===== src/rtl/ttab_pkg.sv =====
// ---------------------------------------------------------------------------
// ttab_pkg
// Shared definitions for the truth-table BIST controller:
//   - ttab_state_e : controller FSM state encoding
//   - MISR_POLY    : feedback taps of the x^16+x^12+x^5+1 signature register
//   - MISR_SEED    : value the signature register starts from
// ---------------------------------------------------------------------------
package ttab_pkg;

  typedef enum logic [1:0] {
    IDLE = 2'd0,
    RUN  = 2'd1,
    DONE = 2'd2
  } ttab_state_e;

  localparam logic [15:0] MISR_POLY = 16'h1021;
  localparam logic [15:0] MISR_SEED = 16'hFFFF;

endpackage


===== src/rtl/ttab_misr.sv =====
// ---------------------------------------------------------------------------
// ttab_misr
// 16-bit serial-input signature register (poly x^16+x^12+x^5+1) that
// compresses the response stream of the function under test.
// Ports:
//   clk        in   rising-edge clock
//   rst_n      in   asynchronous reset, active-low (loads the seed)
//   seed_load  in   reload the seed on this edge (start of a new sweep)
//   shift_en   in   fold din into the signature on this edge
//   din        in   serial response bit
//   sig        out  current signature
// ---------------------------------------------------------------------------
module ttab_misr
  import ttab_pkg::*;
(
  input  logic        clk,
  input  logic        rst_n,
  input  logic        seed_load,
  input  logic        shift_en,
  input  logic        din,
  output logic [15:0] sig
);

  logic feedback;

  // The incoming bit is mixed with the bit shifted out of the top, and that
  // combined bit decides whether the polynomial taps are applied.
  always_comb begin
    feedback = sig[15] ^ din;
  end

  // Seed load wins over shifting so a restart always begins from a clean
  // signature; with neither request the signature simply holds.
  always_ff @(posedge clk or negedge rst_n) begin
    if (!rst_n) begin
      sig <= MISR_SEED;
    end else if (seed_load) begin
      sig <= MISR_SEED;
    end else if (shift_en) begin
      sig <= {sig[14:0], 1'b0} ^ ({16{feedback}} & MISR_POLY);
    end
  end

endmodule


===== src/rtl/ttab_bist_ctrl.sv =====
// ---------------------------------------------------------------------------
// ttab_bist_ctrl
// Self-checking BIST controller for an N_IN-input combinational function.
// Sweeps every input vector, compares each response against the expected
// truth table EXP_TT (bit i = F at input index i) and reports the result.
// Optional feature macro: TTAB_SIGNATURE_EN adds a 16-bit MISR signature
// output (sig) built by ttab_misr.
// Ports:
//   clk       in   rising-edge clock
//   rst_n     in   asynchronous reset, active-low
//   start     in   begin a sweep (ignored while a sweep runs)
//   dut_in    out  registered vector driven to the function, A is MSB
//   dut_out   in   combinational response of the function to dut_in
//   busy      out  sweep in progress
//   done      out  sweep complete, held until next start or reset
//   pass      out  valid with done, 1 when no mismatch was seen
//   err_cnt   out  number of mismatching vectors
//   fail_idx  out  first mismatching vector index, 0 if none
//   sig       out  MISR signature (only with TTAB_SIGNATURE_EN)
// ---------------------------------------------------------------------------
module ttab_bist_ctrl
  import ttab_pkg::*;
#(
  parameter int                  N_IN   = 4,
  parameter logic [2**N_IN-1:0]  EXP_TT = 16'hF830
)
(
  input  logic            clk,
  input  logic            rst_n,
  input  logic            start,
  output logic [N_IN-1:0] dut_in,
  input  logic            dut_out,
  output logic            busy,
  output logic            done,
  output logic            pass,
  output logic [N_IN:0]   err_cnt,
  output logic [N_IN-1:0] fail_idx
`ifdef TTAB_SIGNATURE_EN
  ,
  output logic [15:0]     sig
`endif
);

  localparam logic [N_IN-1:0] LAST_VEC = '1;

  ttab_state_e   state;
  logic          mismatch;
  logic [N_IN:0] err_next;

  // The response for the vector currently on dut_in is checked against the
  // table bit at that index; err_next is the count including this vector,
  // which is what pass must reflect on the final edge.
  always_comb begin
    mismatch = dut_out ^ EXP_TT[dut_in];
    err_next = err_cnt + {{N_IN{1'b0}}, mismatch};
  end

  // Controller FSM with all outputs registered. A start from IDLE or DONE
  // clears the previous result on the same edge; while running, one vector
  // is compared per clock and the last comparison moves to DONE. A zero
  // error count before this vector identifies the first mismatch, so no
  // separate "seen" flag is needed.
  always_ff @(posedge clk or negedge rst_n) begin
    if (!rst_n) begin
      state    <= IDLE;
      dut_in   <= '0;
      busy     <= 1'b0;
      done     <= 1'b0;
      pass     <= 1'b0;
      err_cnt  <= '0;
      fail_idx <= '0;
    end else begin
      case (state)
        IDLE, DONE: begin
          if (start) begin
            state    <= RUN;
            dut_in   <= '0;
            busy     <= 1'b1;
            done     <= 1'b0;
            pass     <= 1'b0;
            err_cnt  <= '0;
            fail_idx <= '0;
          end
        end
        RUN: begin
          err_cnt <= err_next;
          if (mismatch && (err_cnt == '0)) begin
            fail_idx <= dut_in;
          end
          if (dut_in == LAST_VEC) begin
            state  <= DONE;
            dut_in <= '0;
            busy   <= 1'b0;
            done   <= 1'b1;
            pass   <= (err_next == '0);
          end else begin
            dut_in <= dut_in + 1'b1;
          end
        end
        default: begin
          state <= IDLE;
        end
      endcase
    end
  end

`ifdef TTAB_SIGNATURE_EN
  // Signature is reseeded on the edge that starts a sweep and folds in one
  // response bit per running edge, holding once the sweep has finished.
  ttab_misr u_misr (
    .clk       (clk),
    .rst_n     (rst_n),
    .seed_load ((state != RUN) && start),
    .shift_en  (state == RUN),
    .din       (dut_out),
    .sig       (sig)
  );
`else
  // Without the signature feature there is no MISR and no sig port.
`endif

endmodule


===== config.mk =====
export PLATFORM = sky130hd
export DESIGN_NAME = ttab_bist_ctrl
export DESIGN_NICKNAME = d
export VERILOG_FILES = /design/src/rtl/ttab_pkg.sv /design/src/rtl/ttab_misr.sv /design/src/rtl/ttab_bist_ctrl.sv
export SDC_FILE = /design/constraint.sdc
export NUM_CORES = 1
export LEC_CHECK = 0
export CAP_MARGIN = 30
export CORE_ASPECT_RATIO = 0.6
export CORE_MARGIN = 5
export CORE_UTILIZATION = 25
export DETAILED_ROUTE_END_ITERATION = 8
export DONT_BUFFER_PORTS = 1
export PLACE_DENSITY = 0.4
export SYNTH_ARGS = -nofsm -noshare
export SYNTH_HDL_FRONTEND = slang
export SYNTH_SLANG_ARGS = --single-unit
export TNS_END_PERCENT = 50

===== constraint.sdc =====
create_clock -name clk -period 4.44 [get_ports clk]
set_input_delay 1.11 -clock clk [delete_from_list [all_inputs] [get_ports clk]]
set_output_delay 1.11 -clock clk [all_outputs]
set_load 0.01 [all_outputs]

# Word-level counts from Yosys, hierarchy flattened
# Memory sizes are Yosys's and may differ from the RTL's.
# Index checks and enable logic that the tools add are counted.
[classes]
order_cmp = 1
add_sub_neg = 2
eq_ne = 6
n_mux = 19
reduce_logical = 10
n_bitwise = 1
[ops]
columns = ["cell", "count"]
rows = [
  ["$pmux W4 S2", 2],
  ["$mux W4", 3],
  ["$logic_not A5 Y1", 2],
  ["$pmux W5 S2", 1],
  ["$mux W1", 6],
  ["$ne A2 B2 Y1 const B", 3],
  ["$pmux W1 S2", 3],
  ["$reduce_and A3 Y1", 2],
  ["$add A5 B1 Y5", 1],
  ["$lt A4 B5 Y1 const B", 1],
  ["$mux W5", 1],
  ["$add A4 B1 Y4 const B", 1],
  ["$eq A4 B4 Y1 const B", 1],
  ["$mux W2", 2],
  ["$pmux W2 S2", 1],
  ["$reduce_and A2 Y1", 2],
  ["$eq A2 B1 Y1 const B", 1],
  ["$eq A2 B2 Y1 const B", 1],
  ["$logic_not A2 Y1", 1],
  ["$reduce_bool A2 Y1", 1],
  ["$reduce_or A2 Y1", 1],
  ["$logic_and A1 B1 Y1", 1],
  ["$xor A1 B1 Y1", 1],
]
[totals]
reg_bits = 18
out_inout_bits = 16
n_memories = 1
rom_bits = 16
in_bits = 4
wordCells = 47
[memory_table]
columns = ["memory", "words", "width", "read_ports", "rd_clocked_by_memory_dff", "wr", "line", "source"]
rows = [
  ["(name not given)", 16, 1, 1, 0, 0, "ttab_bist_ctrl.sv:54", "mismatch = dut_out ^ EXP_TT[dut_in];"],
]

# Longest topological paths before layout
[depth]
depth_word = 7
ltp_mapped = 12
ltp_nobuf = 12

# Worst setup path after synthesis
# Ideal clock, no wire load.
[synth_path]
kind = "input port to flip-flop"
startpoint = "in dut_out"
endpoint = "reg pass"
slack_ns = 1.954
required_ns = 4.357
cell_stages = 8
setup_ns = 0.083
t_arrival_ns = 2.404
path_buffers = 0
path_cell_list = "nor3_1 > nor2_1 > ha_1 > ha_1 > nor3_1 > a31o_2 > nand4_1 > o21ai_0"
[synth_between]
elab_chain_len = 5
[synth_rtl]
columns = ["item", "line", "source"]
rows = [
  ["from (decl)", "ttab_bist_ctrl.sv:32", "input logic dut_out,"],
  ["$xor A1 B1 Y1", "ttab_bist_ctrl.sv:54", ""],
  ["$add A5 B1 Y5", "ttab_bist_ctrl.sv:55", "err_next = err_cnt + {{N_IN{1'b0}}, mismatch};"],
  ["$logic_not A5 Y1", "ttab_bist_ctrl.sv:95", "pass <= (err_next == '0);"],
  ["$mux W1", "ttab_bist_ctrl.sv:90", "if (dut_in == LAST_VEC) begin"],
  ["$pmux W1 S2", "ttab_bist_ctrl.sv:73", "case (state)"],
  ["to (signal assigned)", "ttab_bist_ctrl.sv:95", ""],
  ["to (decl)", "ttab_bist_ctrl.sv:35", "output logic pass,"],
]
# Every way passes these cells. The select of a mux whose other input is x is not followed.
# A chain may end at the register's enable or synchronous reset.

# Final worst setup path
[layout_path]
startpoint = "reg dut_in[0]"
endpoint = "reg pass"
[layout_between]
elab_chain_len = 7
elab_cells_between_ends = 10
cone_classes = "add/sub (1); eq/ne (2); mux (3); bitwise (1); reduce/logical (2); memory (1)"
[layout_rtl]
columns = ["item", "line", "source"]
rows = [
  ["from (decl)", "ttab_bist_ctrl.sv:31", "output logic [N_IN-1:0] dut_in,"],
  ["from (signal assigned)", "ttab_bist_ctrl.sv:97", "dut_in <= dut_in + 1'b1;"],
  ["$mem_v2 Z16 W1", "-", ""],
  ["$mux W1 (not written as such)", "ttab_bist_ctrl.sv:54", ""],
  ["$xor A1 B1 Y1", "ttab_bist_ctrl.sv:54", ""],
  ["$add A5 B1 Y5", "ttab_bist_ctrl.sv:55", ""],
  ["$logic_not A5 Y1", "ttab_bist_ctrl.sv:95", ""],
  ["$mux W1", "ttab_bist_ctrl.sv:90", ""],
  ["$pmux W1 S2", "ttab_bist_ctrl.sv:73", ""],
]
# Several ways; a longest one is shown, not always the timed one. The select of a mux whose other input is x is not followed.

==> results.txt <==
----------------------------------------------------
[STA]
  Period utilisation layout ... 0.555
  Max_slew headroom ... 0.725
  Total of endpoints with negative setup slack in the final report ... 0
  Max Clock Skew ... 0.000697 ns
  Fin worst setup slack ... 1.98 ns
  Max-slew violation total from the final report ... 0
  Setup TNS after final layout ... 0 ns
  Slew at the pin with the worst max-slew slack ... 0.412 ns
  Max Fclk ... 406 MHz
  Final hold vios ... 0
  Min Tclk post-route ... around 2.5 ns
  RSZ-0062 raised after global routing ... false
  Worst hold slack ... between 0.5 and 0.6 ns

[Global routing]
  Vias in the first global route ... 640
  Global-route wire length before repair ... ~3.5 mm
  Global routing usage on met2 ... 0.119
  Most crowded layer after global routing ... met1
  Global-route track usage on met1 ... 0.133
  Initial antenna violation count ... 0
  Global-route total usage across every layer ... 0.0951
  Pin count of the biggest net entering global routing ... 19
  Grt total ovfl ... 0
  GR Layer Usage met3 ... 0.0585

[Drt]
  DR iter-0 viols ... 25
  Wire length per cell after detailed routing ... about 15 um
  Via density ... 4.74
  Post-Route WL ... 2.08 mm
  Number of routed nets with antenna violations ... 0
  Vias post-DR ... 649
  Number of iterations in the first detailed-routing pass ... 2
  DRC ... 0

[Clocking]
  Clock transition at path regs ... approximately 0.070 ns
  Hold-fix buffer count after cts ... 0
  Clock Root Buffer ... clkbuf_8
  Clock latency reported for the late side of the worst-skew pair ... about 0.25 ns
  CTS Buffer Depth ... 2
  TritonCTS clock tree ... built
  CTS Sinks ... 18
  Total CTS buffers ... 3
  Number of setup buffers added after CTS ... 0
  CTS-repair resized insts ... 0
  H-tree depth ... 1

[Logic synthesis]
  Cells after synthesis ... 89
  Portion of the post-synthesis area used by sequential elements ... 0.502
  Synth Warn # ... 0
  Synth top area share ... 0.502
  Netlist cell types ... 26
  Number of nets in the synthesized netlist ... a little under 100
  Fraction of registers with async set or reset after synthesis ... 1.00
  Largest cells by area after synthesis ... dfrtp_1 50%, ha_1 5.6%, nand2_1 5.0%, mux2i_1 4.5%, o21ai_0 3.3%
  Post-synth design cell area ... approximately 900 um2
  Syn avg cell area ... ~10 um2
  Number of synthesized flops with an enable pin ... 0
  Post-synth top flop ... dfrtp_1
  Library cell with the largest summed area after synthesis ... dfrtp_1
  Number of synthesized register bits ... 18

[Finish]
  Proportion of layout cells with a drive suffix above 1 ... 0.0870
  Top library cells by usage in the layout, fill and taps aside ... 18 x dfrtp_1, 12 x nand2_1, 7 x nor2_1, 6 x o21ai_0
  Final Net Count ... 101
  Syn-to-layout area delta ... 11.6%
  Final Non-Filler Cells ... roughly 140
  Antenna diodes ... 0
  Most common cell after layout, fill and taps aside ... dfrtp_1

[Die]
  Count of boundary I/O pins ... 20
  Core ar. ... 3340 um2
  Vertical die dimension ... between 50 and 60 um
  Total number of placement rows ... 16
  Overall die width ... 87.3 um
  Overall die area ... 4930 um2
  Effective utilization at floorplan ... 0.268

[Setup path]
  Arrival time worst endpoint ... 2.64 ns
  Setup Crit Path Kind ... reg2reg
  WP data required ... 4.61 ns
  Max FO, Critical Path ... 6
  Crit. Startpoint ... dut_in[0]
  Crit. End Element ... flop
  Critical path launch point type ... flop
  Reg2Reg Launch Point ... dut_in[0]

[Outcome]
  Result of the run ... completed

[Run]
  # Max-Cap Violations ... 0

[Placed design]
  Number of port buffers ... 0
  Inst Count DP ... between 100 and 150
  Post-place setup slack ... around 1.8 ns
  Gpl congestion ... 0.669
  Detailed placer's ending HPWL ... 1.54 mm

[Power and ir drop]
  Static leakage ... 0.433 nW
  Worst IR Drop VDD ... approximately 0.18 mV
  Overall Power ... 0.726 mW
  Power density over cell area ... 725 nW/um2

[Min path]
  Tightest Hold Check Type ... in2async

----------------------------------------------------
==> worst max-delay path: stages, from the launching register on <==
cell     delay, ns
dfrtp_1       0.48
ha_1          0.27
inv_1         0.06
ha_1          0.13
nor2b_1       0.05
nor3_1        0.32
nor2_1        0.11
ha_1          0.21
ha_1          0.24
nor3_1        0.19
a31o_2        0.12
nand4_1       0.09
o21ai_0       0.10
==> metrics by stage <==
step,util,cell area [um2]
6_report,0.299,1000
5_1_grt,0.299,1000
4_1_cts,0.299,1000
3_5_place_dp,0.283,946
3_3_place_gp,0.283,946
2_1_floorplan,-,897
==> synthesized netlist by cell type, drive strengths merged, types with 3 or more instances <==
cell type  number
o21ai           6
nand2b          3
mux2i           4
inv             5
ha              4
nand3           5
nand2          12
dfrtp          18
nor2            8
nor3            4
a22o            3
==> state kept, by name (all words and copies together), names as in the netlist <==
name and count:
done 1, fail_idx 4, state 2, err_cnt 5, dut_in 4, pass 1, busy 1
==> cell type report <==
| cell class | count | area, um2 |
|---|---|---|
| Tap cell | 45 | 56.3 |
| Inverter | 5 | 18.8 |
| Multi-Input combinational cell | 65 | 420 |
| Clock buffer | 4 | 55.1 |
| Sequential cell | 18 | 450 |
| Fill cell | 356 | 2340 |
==> power breakdown <==
group | switching, mW | internal [mW]
combinational | 0.136 | 0.122
sequential | 0.105 | 0.225
clock | 0.0588 | 0.0789
total | 0.300 | 0.426
==> logic make-up (layout without fill, tap and decap cells) <==
| group | Yosys count | count (layout) | synth area share |
|---|---|---|---|
| AOI/OAI and AO/OA | 17 | 17 | 0.126 |
| xor gates and xnor gates | 3 | 3 | 0.0293 |
| adders and majority gates | 4 | 4 | 0.0558 |
| buffers and inverters | 6 | 9 | 0.0293 |
| DFF | 18 | 18 | 0.502 |
| muxes | 4 | 4 | 0.0446 |
| and+or+nand+nor | 37 | 37 | 0.213 |
==> per-layer routing <==
| metal | routed length (um) | share of wire |
|---|---|---|
| met5 | 0 | 0 |
| met4 | 14 | 0.0067 |
| met3 | 178 | 0.086 |
| met2 | 831 | 0.40 |
| met1 | 1050 | 0.51 |
==> worst paths after layout <==
| check | end | slack (ns) | cells past startpoint |
|---|---|---|---|
| worst max register to register | pass | 1.98 | 12 |
| worst min-delay path | busy | 0.54 | 0 |
| min in group clk | done | 0.56 | 1 |
| worst max-delay path | pass | 1.98 | 12 |
| max in group asynchronous | fail_idx[3] | 3.83 | 0 |
| worst min register to register | done | 0.56 | 1 |
No activity file was read; power rests on OpenSTA's default activity.
